**config.mk**
```make
export PLATFORM = sky130hd
export DESIGN_NAME = i2c_target_flat
export DESIGN_NICKNAME = d
export VERILOG_FILES = /design/src/rtl/i2c_target_if.sv /design/src/rtl/i2c_target.sv /design/src/flat_wrapper.sv
export SDC_FILE = /design/constraint.sdc
export NUM_CORES = 1
export LEC_CHECK = 0
export ABC_CLOCK_PERIOD_IN_PS = 4300
export CORE_MARGIN = 5
export CORE_UTILIZATION = 40
export CTS_CLUSTER_DIAMETER = 100
export DETAILED_ROUTE_END_ITERATION = 10
export GPL_ROUTABILITY_DRIVEN = 0
export PLACE_DENSITY = 0.59
export SYNTH_ARGS = -nofsm -noshare
export SYNTH_HDL_FRONTEND = slang
export SYNTH_SLANG_ARGS = --single-unit
```
**constraint.sdc**
```tcl
create_clock -name clk_i -period 4.3 [get_ports clk_i]
set_input_delay 0.43 -clock clk_i [delete_from_list [all_inputs] [get_ports clk_i]]
set_output_delay 0.43 -clock clk_i [all_outputs]
set_load 0.01 [all_outputs]
```
**src/rtl/i2c_target_if.sv**
```systemverilog
// rtl/i2c_target_if.sv - I2C bus pins seen by the target (SCL/SDA in, open-drain SDA out)
interface i2c_target_if;
    logic scl_i;
    logic sda_i;
    logic sda_o;
    logic sda_t_o;

    modport slave (
        input  scl_i,
        input  sda_i,
        output sda_o,
        output sda_t_o
    );

    modport master (
        output scl_i,
        output sda_i,
        input  sda_o,
        input  sda_t_o
    );
endinterface

```
**src/rtl/i2c_target.sv**
```systemverilog
// rtl/i2c_target.sv - LM75-style I2C target with pointer byte and 4-byte register file
module i2c_target #(
    parameter logic [6:0] ADDR        = 7'b1001000,
    parameter int         SYNC_STAGES = 2
) (
    input  logic        clk_i,
    input  logic        rst_i,
    i2c_target_if.slave bus,
    input  logic [7:0]  temp_i,
    output logic [23:0] cfg_o,
    output logic        wr_o,
    output logic        busy_o
);

    typedef enum logic [2:0] {
        S_IDLE, S_ADDR, S_ADDR_ACK, S_WDATA, S_WACK, S_RDATA, S_RACK
    } state_t;

    state_t                 state;
    logic [SYNC_STAGES-1:0] scl_sync;
    logic [SYNC_STAGES-1:0] sda_sync;
    logic                   scl_prev;
    logic                   sda_prev;
    logic                   scl_s;
    logic                   sda_s;
    logic                   scl_rise;
    logic                   scl_fall;
    logic                   start_det;
    logic                   stop_det;
    logic [3:0]             bit_cnt;
    logic [7:0]             shift;
    logic [7:0]             tx;
    logic                   rw;
    logic                   first_byte;
    logic                   mack;
    logic [1:0]             ptr;
    logic [23:0]            cfg;
    logic                   wr;
    logic                   sda_t;
    logic [7:0]             rd_byte;

    assign scl_s     = scl_sync[SYNC_STAGES-1];
    assign sda_s     = sda_sync[SYNC_STAGES-1];
    assign scl_rise  = scl_s & ~scl_prev;
    assign scl_fall  = ~scl_s & scl_prev;
    assign start_det = scl_s & sda_prev & ~sda_s;
    assign stop_det  = scl_s & ~sda_prev & sda_s;

    assign bus.sda_t_o = sda_t;
    assign bus.sda_o   = ~sda_t;
    assign cfg_o       = cfg;
    assign wr_o        = wr;
    assign busy_o      = (state != S_IDLE);

    // Byte returned to the master for the current pointer; register 0 mirrors the sensor.
    always_comb begin
        rd_byte = temp_i;
        case (ptr)
            2'd1:    rd_byte = cfg[7:0];
            2'd2:    rd_byte = cfg[15:8];
            2'd3:    rd_byte = cfg[23:16];
            default: rd_byte = temp_i;
        endcase
    end

    // Synchronise the asynchronous bus lines and keep one-cycle-old copies for edge detection.
    always_ff @(posedge clk_i or posedge rst_i) begin
        if (rst_i) begin
            scl_sync <= '1;
            sda_sync <= '1;
            scl_prev <= 1'b1;
            sda_prev <= 1'b1;
        end else begin
            scl_sync <= {scl_sync[SYNC_STAGES-2:0], bus.scl_i};
            sda_sync <= {sda_sync[SYNC_STAGES-2:0], bus.sda_i};
            scl_prev <= scl_s;
            sda_prev <= sda_s;
        end
    end

    // Protocol FSM: STOP beats START beats normal bit handling; SDA only moves after an SCL fall.
    always_ff @(posedge clk_i or posedge rst_i) begin
        if (rst_i) begin
            state      <= S_IDLE;
            bit_cnt    <= 4'd0;
            shift      <= 8'd0;
            tx         <= 8'd0;
            rw         <= 1'b0;
            first_byte <= 1'b0;
            mack       <= 1'b1;
            ptr        <= 2'd0;
            cfg        <= 24'd0;
            wr         <= 1'b0;
            sda_t      <= 1'b0;
        end else begin
            wr <= 1'b0;
            if (stop_det) begin
                state <= S_IDLE;
                sda_t <= 1'b0;
            end else if (start_det) begin
                state   <= S_ADDR;
                bit_cnt <= 4'd0;
                sda_t   <= 1'b0;
            end else begin
                case (state)
                    S_IDLE: sda_t <= 1'b0;
                    S_ADDR, S_WDATA: begin
                        if (scl_rise) begin
                            shift   <= {shift[6:0], sda_s};
                            bit_cnt <= bit_cnt + 4'd1;
                        end else if (scl_fall && bit_cnt == 4'd8) begin
                            if (state == S_ADDR) begin
                                if (shift[7:1] == ADDR) begin
                                    state <= S_ADDR_ACK;
                                    rw    <= shift[0];
                                    sda_t <= 1'b1;
                                end else begin
                                    state <= S_IDLE;
                                end
                            end else begin
                                state <= S_WACK;
                                sda_t <= 1'b1;
                                if (first_byte) begin
                                    ptr        <= shift[1:0];
                                    first_byte <= 1'b0;
                                end else begin
                                    if (ptr != 2'd0) begin
                                        wr <= 1'b1;
                                        case (ptr)
                                            2'd1:    cfg[7:0]   <= shift;
                                            2'd2:    cfg[15:8]  <= shift;
                                            default: cfg[23:16] <= shift;
                                        endcase
                                    end
                                    ptr <= ptr + 2'd1;
                                end
                            end
                        end
                    end
                    S_ADDR_ACK: begin
                        if (scl_fall) begin
                            bit_cnt <= 4'd0;
                            if (rw) begin
                                state <= S_RDATA;
                                tx    <= rd_byte;
                                sda_t <= ~rd_byte[7];
                            end else begin
                                state      <= S_WDATA;
                                first_byte <= 1'b1;
                                sda_t      <= 1'b0;
                            end
                        end
                    end
                    S_WACK: begin
                        if (scl_fall) begin
                            state   <= S_WDATA;
                            bit_cnt <= 4'd0;
                            sda_t   <= 1'b0;
                        end
                    end
                    S_RDATA: begin
                        if (scl_rise) begin
                            bit_cnt <= bit_cnt + 4'd1;
                        end else if (scl_fall) begin
                            if (bit_cnt == 4'd8) begin
                                state <= S_RACK;
                                sda_t <= 1'b0;
                                ptr   <= ptr + 2'd1;
                            end else begin
                                tx    <= {tx[6:0], 1'b0};
                                sda_t <= ~tx[6];
                            end
                        end
                    end
                    S_RACK: begin
                        if (scl_rise) begin
                            mack <= sda_s;
                        end else if (scl_fall) begin
                            if (!mack) begin
                                state   <= S_RDATA;
                                bit_cnt <= 4'd0;
                                tx      <= rd_byte;
                                sda_t   <= ~rd_byte[7];
                            end else begin
                                state <= S_IDLE;
                                sda_t <= 1'b0;
                            end
                        end
                    end
                    default: begin
                        state <= S_IDLE;
                        sda_t <= 1'b0;
                    end
                endcase
            end
        end
    end

endmodule

```
**src/flat_wrapper.sv**
```systemverilog
// flat-port wrapper written by rule: the top's interface ports become plain ports
module i2c_target_flat 
#(
    parameter logic [6:0] ADDR        = 7'b1001000,
    parameter int         SYNC_STAGES = 2
)
  (clk_i, rst_i, temp_i, cfg_o, wr_o, busy_o, bus_scl_i, bus_sda_i, bus_sda_o, bus_sda_t_o);
  i2c_target_if bus_i ();
  input  logic clk_i;
  input  logic rst_i;
  input  logic [7:0] temp_i;
  output logic [23:0] cfg_o;
  output logic wr_o;
  output logic busy_o;
  input wire logic [$bits(bus_i.scl_i)-1:0] bus_scl_i;
  input wire logic [$bits(bus_i.sda_i)-1:0] bus_sda_i;
  output wire logic [$bits(bus_i.sda_o)-1:0] bus_sda_o;
  output wire logic [$bits(bus_i.sda_t_o)-1:0] bus_sda_t_o;
  assign bus_i.scl_i = bus_scl_i;
  assign bus_i.sda_i = bus_sda_i;
  assign bus_sda_o = bus_i.sda_o;
  assign bus_sda_t_o = bus_i.sda_t_o;
  i2c_target #(.ADDR(ADDR), .SYNC_STAGES(SYNC_STAGES)) u_core (.clk_i(clk_i), .rst_i(rst_i), .bus(bus_i), .temp_i(temp_i), .cfg_o(cfg_o), .wr_o(wr_o), .busy_o(busy_o));
endmodule
```
==> results of run 1 <==
flip-flops by register name, indices dropped and copies added, names as in the netlist, 2 cells and up:
name,flops
u_core.cfg_o,24
u_core.shift,8
u_core.tx,7
u_core.bit_cnt,4
u_core.state,3
u_core.ptr,2
u_core.scl_sync,2
u_core.sda_sync,2
synth_stat cells, types with 3 or more instances:
| library cell | number | area, um^2 |
|---|---|---|
| a211oi_1 | 3 | 22.52 |
| a21oi_1 | 7 | 35.03 |
| a222oi_1 | 8 | 80.08 |
| and2_1 | 6 | 37.54 |
| buf_2 | 6 | 30.03 |
| buf_6 | 3 | 33.78 |
| clkbuf_1 | 6 | 22.52 |
| dfrtp_1 | 52 | 1301 |
| dfstp_2 | 7 | 183.9 |
| ha_1 | 8 | 100.1 |
| inv_1 | 10 | 37.54 |
| mux2_2 | 26 | 292.8 |
| mux2_4 | 8 | 120.1 |
| mux2i_1 | 3 | 30.03 |
| nand2_1 | 25 | 93.84 |
| nand3_1 | 3 | 15.01 |
| nand4_1 | 4 | 25.02 |
| nor2_1 | 13 | 48.80 |
| nor2b_1 | 3 | 18.77 |
| o211ai_1 | 3 | 22.52 |
| o21ai_0 | 35 | 175.2 |
worst max-delay path by stage:
stage                                        from                           end  slack, ns  depth (start not counted)
floorplan           u_core.bit_cnt[0]$_DFFE_PP0P_  u_core.cfg_o[16]$_DFFE_PP0P_       2.35                          8
global placement     u_core.scl_sync[1]$_DFF_PP1_   u_core.shift[7]$_DFFE_PP0P_       2.00                          3
detailed placement    u_core.state[2]$_DFFE_PP0P_      u_core.tx[2]$_DFFE_PP0P_       1.92                          5
CTS                   u_core.state[2]$_DFFE_PP0P_      u_core.tx[2]$_DFFE_PP0P_       1.88                          5
global route          u_core.state[2]$_DFFE_PP0P_      u_core.tx[1]$_DFFE_PP0P_       1.56                          5
finish                u_core.state[2]$_DFFE_PP0P_      u_core.tx[2]$_DFFE_PP0P_       1.89                          5
metrics by stage:
step	util (%)	hold WS [ns]	total power [mW]	instances
finish	48.82	0.3572	1.487	423
global route	48.82	0.3649	1.574	423
global placement	46.15	0.3459	0.9836	407
CTS	48.82	0.3591	1.501	423
floorplan	-	0.3452	0.8809	282
detailed placement	46.15	0.3490	0.9875	407
logic make-up after synthesis:
group | synth area share, %
mux | 14.38
flops | 48.23
xor+xnor | 0.5690
fa+ha+maj | 3.251
simple gates | 13.74
compound gates | 15.56
buf+inv | 4.267
per-layer routing:
| layer | wire length (um) | part of all wire, % | GRT usage [%] | vias to the layer above |
|---|---|---|---|---|
| li1 | - | - | - | 1099 |
| met3 | 326 | 4.8 | 4.214 | 9 |
| met2 | 3056 | 45 | 21.61 | 56 |
| met1 | 3283 | 48 | 21.29 | 1113 |
| met4 | 113 | 1.7 | 5.538 | 0 |
| met5 | 0 | 0 | 0 | - |
layout make-up:
class,instances,share of cell area [%]
clock inverters,6,1.752
multi-input cells,196,39.39
well taps,102,3.437
inverters,10,1.011
flip-flops and latches,59,39.99
repair buffers,40,10.71
clock buffers,10,3.706
power breakdown:
| part | total [mW] | internal [mW] | switching [mW] |
|---|---|---|---|
| clock | 0.507 | 0.283 | 0.224 |
| combinational | 0.272 | 0.137 | 0.134 |
| sequential | 0.709 | 0.612 | 0.0964 |
==> out/metrics.csv, run 1 <==
metric;value;unit
area occupied by multi-input gates;0.001463;mm^2
CTS Buf Count;9;
Avg Inst Size Synth;10.92;um^2
I/O Buffers;39;
leading cell type in the layout, fill and taps excluded;dfrtp_1;
Post-CTS Hold Buffers;0;
DR pass1 iterations;5;
DR vias/cell;5.383;
Slew Limit Fails;0;
Mapped Area;0.003079;mm^2
slew margin rel.;39.45;%
Mapped Nets;302;
core region area;0.007607;mm^2
antenna fix cells;0;
Hold WC Path Type;reg2reg;
first-pass GRT wire length;11360;um
hold endpoint;u_core.sda_sync[1]$_DFF_PP1_;
FFs w/ async S/R, synth;100.0;%
cell family with most CP delay;compound AO/OA/AOI/OAI gates;
final setup violation count;0;
CP Capture Type;flip-flop;
slowest stage delay, CP;0.71;ns
prevailing post-synth register cell;dfrtp_1;
Sink Count;59;
Yosys Warn Count;0;
Peak supply drop;0.0002155;V
site row count;32;
R2R Path End;u_core.tx[2]$_DFFE_PP0P_;
vias in the first global route;2212;
via count;2277;
root buf cell;clkbuf_8;
Die ar.;0.009553;mm^2
Worst Setup Start Kind;flip-flop;
Clk Latency, worst-skew pair;0.33;ns
Crit-path slowest cell;dfrtp_1;
final worst path period share;56.01;%
die width;97.74;um
Max Clk Rate;415.2;MHz
Die Span Y;97.74;um
largest net degree at the start of global routing;44;
CTS H-tree lvls;3;
Post-synth EDFFs;0;
Slew @ Worst Pin;0.9069;ns
Post-route DRC;0;
CTS Buffer Depth;2;
detailed placer's ending HPWL;4804;um
total gr overflow;0;
setup TNS;0;ns
R2R depth;5;
CP arrival;2.58;ns
post-synthesis register bit count;59;
post-route cell area;0.003714;mm^2
cell count after synthesis;282;
most frequent cells in the layout;dfrtp_1, clkdlybuf4s50_1, o21ai_0, mux2_2, nand2_1;
Area Overhead vs Synth;20.60;%
initial antenna violation count;0;
final setup margin;1.892;ns
Placed Area;0.003511;mm^2
PwrDens;400.6;mW/mm^2
# fillers;691;
drt wl/cell;16.03;um
RR Startpoint;u_core.state[2]$_DFFE_PP0P_;
RSZ-0062 raised after global routing;false;
Routed WL;6779;um
starting density of the core;40.48;%
All-Layer GR Usage;14.93;%
sequential share of the synthesized area;48.23;%
Bufs and invs on worst path;0;
crit path kind;reg2reg;
initial DRC count;177;
Hold Fails Final Rpt;0;
Placement Setup Slack;1.916;ns
Hold Crit Start;u_core.sda_sync[0]$_DFF_PP1_;
Critical Path Fanout Max;17;
leakage;1.668;nW
share of cells above drive strength 1;19.94;%
Post-DRT Antenna Nets;0;
status;complete, no violations;
Reg clk slew, reported paths;0.07;ns
Tmin final;2.408;ns
setup bufs post-CTS;0;
CTS tree;built;
R2R setup slack;1.89;ns
Worst Skew;0.01137;ns
# resized after CTS;0;
Hold Crit Depth;0;
Seq. cell area;0.001485;mm^2
# IOs;40;
Final nets;336;
CP cell instances;nand3b_1, o32ai_1, o211ai_1, nand2_1, o21ai_0;
CP required;4.47;ns
Max Cap Violations;0;
Synth cell types;53;
No activity file was read; power rests on OpenSTA's default activity.
==> run 2: changes to the inputs <==
--- a/config.mk
+++ b/config.mk
@@ -5,7 +5,7 @@
 export SDC_FILE = /design/constraint.sdc
 export NUM_CORES = 1
 export LEC_CHECK = 0
-export ABC_CLOCK_PERIOD_IN_PS = 4300
+export ABC_CLOCK_PERIOD_IN_PS = 2300
 export CORE_MARGIN = 5
 export CORE_UTILIZATION = 40
 export CTS_CLUSTER_DIAMETER = 100
==> constraint.sdc (replaced) <==
create_clock -name clk_i -period 2.3 [get_ports clk_i]
set_input_delay 0.23 -clock clk_i [delete_from_list [all_inputs] [get_ports clk_i]]
set_output_delay 0.23 -clock clk_i [all_outputs]
set_load 0.01 [all_outputs]
==> out/metrics.csv, run 2 (synthesized netlist as in run 1, its figures left out) <==
metric;value;unit
Area Overhead vs Synth;23.40;%
CTS Buffer Depth;2;
Tmin final;2.095;ns
CP Capture Type;flip-flop;
site row count;32;
Post-route DRC;0;
Peak supply drop;0.0003838;V
largest net degree at the start of global routing;60;
Worst Skew;0.01114;ns
Slew Limit Fails;0;
via count;2331;
status;complete, no violations;
I/O Buffers;39;
initial DRC count;183;
leakage;1.717;nW
die width;97.74;um
Max Clk Rate;477.2;MHz
number of flip-flops in the largest register;24;
All-Layer GR Usage;15.47;%
most frequent cells in the layout;dfrtp_1, clkdlybuf4s50_1, o21ai_0, mux2_2, nand2_1;
Sink Count;59;
CTS tree;built;
slowest stage delay, CP;0.42;ns
slew margin rel.;45.24;%
antenna fix cells;0;
Clk Latency, worst-skew pair;0.33;ns
crit path kind;reg2reg;
initial antenna violation count;0;
CTS Buf Count;9;
core region area;0.007607;mm^2
R2R depth;8;
CP cell instances;inv_1, ha_1, nand3b_1, nor2_8, nand4b_1, or3_1, buf_4, mux2_4;
drt wl/cell;16.53;um
setup bufs post-CTS;0;
CP arrival;2.32;ns
final setup violation count;0;
PwrDens;768.3;mW/mm^2
Critical Path Fanout Max;8;
starting density of the core;40.48;%
# resized after CTS;0;
Hold WC Path Type;in2async;
R2R Path End;u_core.cfg_o[19]$_DFFE_PP0P_;
detailed placer's ending HPWL;5014;um
root buf cell;clkbuf_8;
final worst path period share;91.11;%
DR vias/cell;5.421;
total gr overflow;0;
Die Span Y;97.74;um
first-pass GRT wire length;11900;um
vias in the first global route;2263;
Tot Pwr;2.919;mW
share of cells above drive strength 1;21.65;%
Crit-path slowest cell;dfrtp_1;
Slew @ Worst Pin;0.8178;ns
Post-CTS Hold Buffers;0;
setup TNS;0;ns
Routed WL;7107;um
Final nets;343;
Hold Fails Final Rpt;0;
RSZ-0062 raised after global routing;false;
RR Startpoint;u_core.bit_cnt[0]$_DFFE_PP0P_;
Max Cap Violations;0;
Worst Setup Start Kind;flip-flop;
Reg clk slew, reported paths;0.07;ns
# IOs;40;
Post-DRT Antenna Nets;0;
R2R setup slack;0.20;ns
DR pass1 iterations;5;
Die ar.;0.009553;mm^2
leading cell type in the layout, fill and taps excluded;dfrtp_1;
CTS H-tree lvls;3;
CP required;2.52;ns
[run 2: critical path, delay by kind of cell, from the launching register on]
kind	cells	cell delay, ns
multiplexers	1	0.30
buffers and inverters	2	0.28
AND/OR/NAND/NOR	4	0.83
flip-flops	1	0.42
adder cells (fa/ha/maj)	1	0.15
[run 2: metrics by stage]
step	instance area, um^2	hold WS (ns)	setup WS, ns	cells	utilization (%)
6_report	3800	0.2681	0.2046	430	49.95
5_1_grt	3800	0.2838	0.001189	430	49.95
4_1_cts	3800	0.2716	0.2037	430	49.95
3_5_place_dp	3576	0.3481	0.2111	414	47.01
3_3_place_gp	3576	0.3462	0.2527	414	47.01
2_1_floorplan	3079	0.2345	0.3529	282	-
[run 2: worst max-delay path by stage]
stage | startpoint | endpoint | slack (ns) | cells after the start
floorplan | u_core.bit_cnt[0]$_DFFE_PP0P_ | u_core.cfg_o[16]$_DFFE_PP0P_ | 0.35 | 8
global placement | u_core.bit_cnt[0]$_DFFE_PP0P_ | u_core.cfg_o[18]$_DFFE_PP0P_ | 0.25 | 8
detailed placement | u_core.bit_cnt[0]$_DFFE_PP0P_ | u_core.cfg_o[21]$_DFFE_PP0P_ | 0.21 | 8
CTS | u_core.bit_cnt[0]$_DFFE_PP0P_ | u_core.cfg_o[19]$_DFFE_PP0P_ | 0.20 | 8
global route | u_core.scl_sync[1]$_DFF_PP1_ | u_core.tx[0]$_DFFE_PP0P_ | 0.001 | 4
finish | u_core.bit_cnt[0]$_DFFE_PP0P_ | u_core.cfg_o[19]$_DFFE_PP0P_ | 0.20 | 8
[run 2: power by group]
group	switching, mW	internal [mW]
combinational	0.281	0.271
clock	0.454	0.617
sequential	0.151	1.14
[run 2: cell type report]
cell class | instances | area, um^2
Clock buffer | 9 | 123.9
Clock inverter | 7 | 100.1
Fill cell | 711 | 3807
Inverter | 10 | 37.54
Multi-Input combinational cell | 196 | 1463
Sequential cell | 59 | 1485
Tap cell | 102 | 127.6
Timing Repair Buffer | 47 | 462.9
[run 2: routing by layer]
layer,up-vias,track usage [%],share of wire [%]
met5,-,0,0
met4,0,6.070,1.3
met3,7,2.786,3.7
met2,59,22.25,45
met1,1147,23.04,50
li1,1118,-,-
==> run 3: changes to the inputs <==
--- a/config.mk
+++ b/config.mk
@@ -5,7 +5,7 @@
 export SDC_FILE = /design/constraint.sdc
 export NUM_CORES = 1
 export LEC_CHECK = 0
-export ABC_CLOCK_PERIOD_IN_PS = 2300
+export ABC_CLOCK_PERIOD_IN_PS = 2000
 export CORE_MARGIN = 5
 export CORE_UTILIZATION = 40
 export CTS_CLUSTER_DIAMETER = 100
==> constraint.sdc (replaced) <==
create_clock -name clk_i -period 2 [get_ports clk_i]
set_input_delay 0.2 -clock clk_i [delete_from_list [all_inputs] [get_ports clk_i]]
set_output_delay 0.2 -clock clk_i [all_outputs]
set_load 0.01 [all_outputs]
==> out/metrics.csv, run 3 (synthesized netlist as in run 1, its figures left out) <==
metric;value;unit
share of cells above drive strength 1;25.22;%
antenna fix cells;0;
final worst path period share;98.89;%
CP required;2.21;ns
DR pass1 iterations;8;
vias in the first global route;2297;
Slew Limit Fails;0;
CP arrival;2.19;ns
sequential power share;43.6;%
setup TNS;0;ns
Peak supply drop;0.0005651;V
PwrDens;864.7;mW/mm^2
Worst Setup Start Kind;flip-flop;
Post-DRT Antenna Nets;0;
Worst Skew;0.008820;ns
Reg clk slew, reported paths;0.07;ns
CP Capture Type;flip-flop;
Bufs and invs on worst path;2;
R2R setup slack;0.02;ns
drt wl/cell;15.80;um
Max Clk Rate;505.6;MHz
Max Cap Violations;0;
slowest stage delay, CP;0.38;ns
P_int;2.423;mW
leakage;1.798;nW
Die ar.;0.009553;mm^2
Clk Latency, worst-skew pair;0.33;ns
starting density of the core;40.48;%
core region area;0.007607;mm^2
root buf cell;clkbuf_8;
largest net degree at the start of global routing;31;
# fillers;687;
I/O Buffers;39;
CTS H-tree lvls;3;
Tot Pwr;3.393;mW
number of flip-flops in the largest register;24;
initial antenna violation count;0;
initial DRC count;127;
Comb pwr share;21.0;%
leading cell type in the layout, fill and taps excluded;dfrtp_1;
Hold Fails Final Rpt;0;
via count;2390;
switching share of power;28.58;%
sw power;0.9696;mW
Area Overhead vs Synth;27.43;%
most frequent cells in the layout;dfrtp_1, clkdlybuf4s50_1, o21ai_0, mux2_2, nand2_1;
Seq. cell area;0.001485;mm^2
slew margin rel.;71.13;%
Crit-path slowest cell;dfrtp_1;
CP cell instances;inv_1, ha_1, nand3b_1, nor2_8, nand4b_1, or3_1, buf_6, mux2_4;
detailed placer's ending HPWL;5215;um
first-pass GRT wire length;11600;um
Post-route DRC;0;
area occupied by multi-input gates;0.001465;mm^2
site row count;32;
CTS tree;built;
cell family with most CP delay;simple AND/OR/NAND/NOR gates;
RSZ-0062 raised after global routing;true;
crit path kind;reg2reg;
Final nets;360;
All-Layer GR Usage;15.07;%
Hold WC Path Type;in2async;
CTS Buf Count;9;
die width;97.74;um
Routed WL;7062;um
Sink Count;59;
Critical Path Fanout Max;8;
clock share of power;35.4;%
Slew @ Worst Pin;0.4331;ns
Tmin final;1.978;ns
status;complete, no violations;
total gr overflow;0;
DR vias/cell;5.347;
final setup violation count;0;
# IOs;40;
CTS Buffer Depth;2;
Die Span Y;97.74;um
## run 3: metal layers
layer	vias to the layer above	GRT usage, %	wire (um)
li1	1154	-	-
met5	-	0	0
met3	5	4.143	324
met4	0	5.112	53
met2	49	21.40	3189
met1	1182	22.10	3495
## run 3: what timing repair did
item / 4_1_cts / 5_1_grt
buffers inserted: 1 / 2
setup endpoints to repair: 8 / 31
hold buffers: 0 / 0
pin swaps: 1 / 3
gates resized for setup: 1 / 3
## run 3: layout make-up
| class | count | share of cell area [%] |
|---|---|---|
| Sequential cell | 59 | 37.85 |
| Multi-Input combinational cell | 196 | 37.34 |
| Timing Repair Buffer | 64 | 15.02 |
| Clock buffer | 12 | 3.699 |
| Tap cell | 102 | 3.253 |
| Clock inverter | 4 | 1.881 |
| Inverter | 10 | 0.9566 |
## run 3: tightest hold or removal path: cells and delay by family
kind | cells | cell delay [ns]
buffers and inverters | 3 | 0.80
## run 3: path summary, 6_finish.rpt
path / from / to / depth (start not counted)
min in group clk_i: bus_sda_i / u_core.sda_sync[0]$_DFF_PP1_ / 1
max in group asynchronous: rst_i / u_core.sda_sync[1]$_DFF_PP1_ / 3
min reg2reg: u_core.scl_sync[0]$_DFF_PP1_ / u_core.scl_sync[1]$_DFF_PP1_ / 0
max reg2reg: u_core.bit_cnt[0]$_DFFE_PP0P_ / u_core.cfg_o[19]$_DFFE_PP0P_ / 8
max: u_core.bit_cnt[0]$_DFFE_PP0P_ / u_core.cfg_o[19]$_DFFE_PP0P_ / 8
min: rst_i / u_core.tx[1]$_DFFE_PP0P_ / 3
## run 3: per-stage QoR
step	instance area (um^2)	worst slack (ns)	instances	hold WS (ns)	utilization (%)
2_1_floorplan	3079	0.05293	282	0.2045	-
3_3_place_gp	3669	0.01402	428	0.3464	48.22
3_5_place_dp	3669	-0.02776	428	0.3472	48.22
4_1_cts	3899	0.01154	445	0.2636	51.25
5_1_grt	3924	-0.1102	447	0.2621	51.58
6_report	3924	0.02218	447	0.2722	51.58
## run 3: power groups by stage
stage	registers [mW]	clock network (mW)	logic, mW
after detailed placement	1.51	0	0.697
after global routing	1.50	1.28	0.788
after CTS	1.48	1.23	0.701
final	1.48	1.20	0.712
after global placement	1.50	0	0.701
after floorplan	1.45	0	0.442
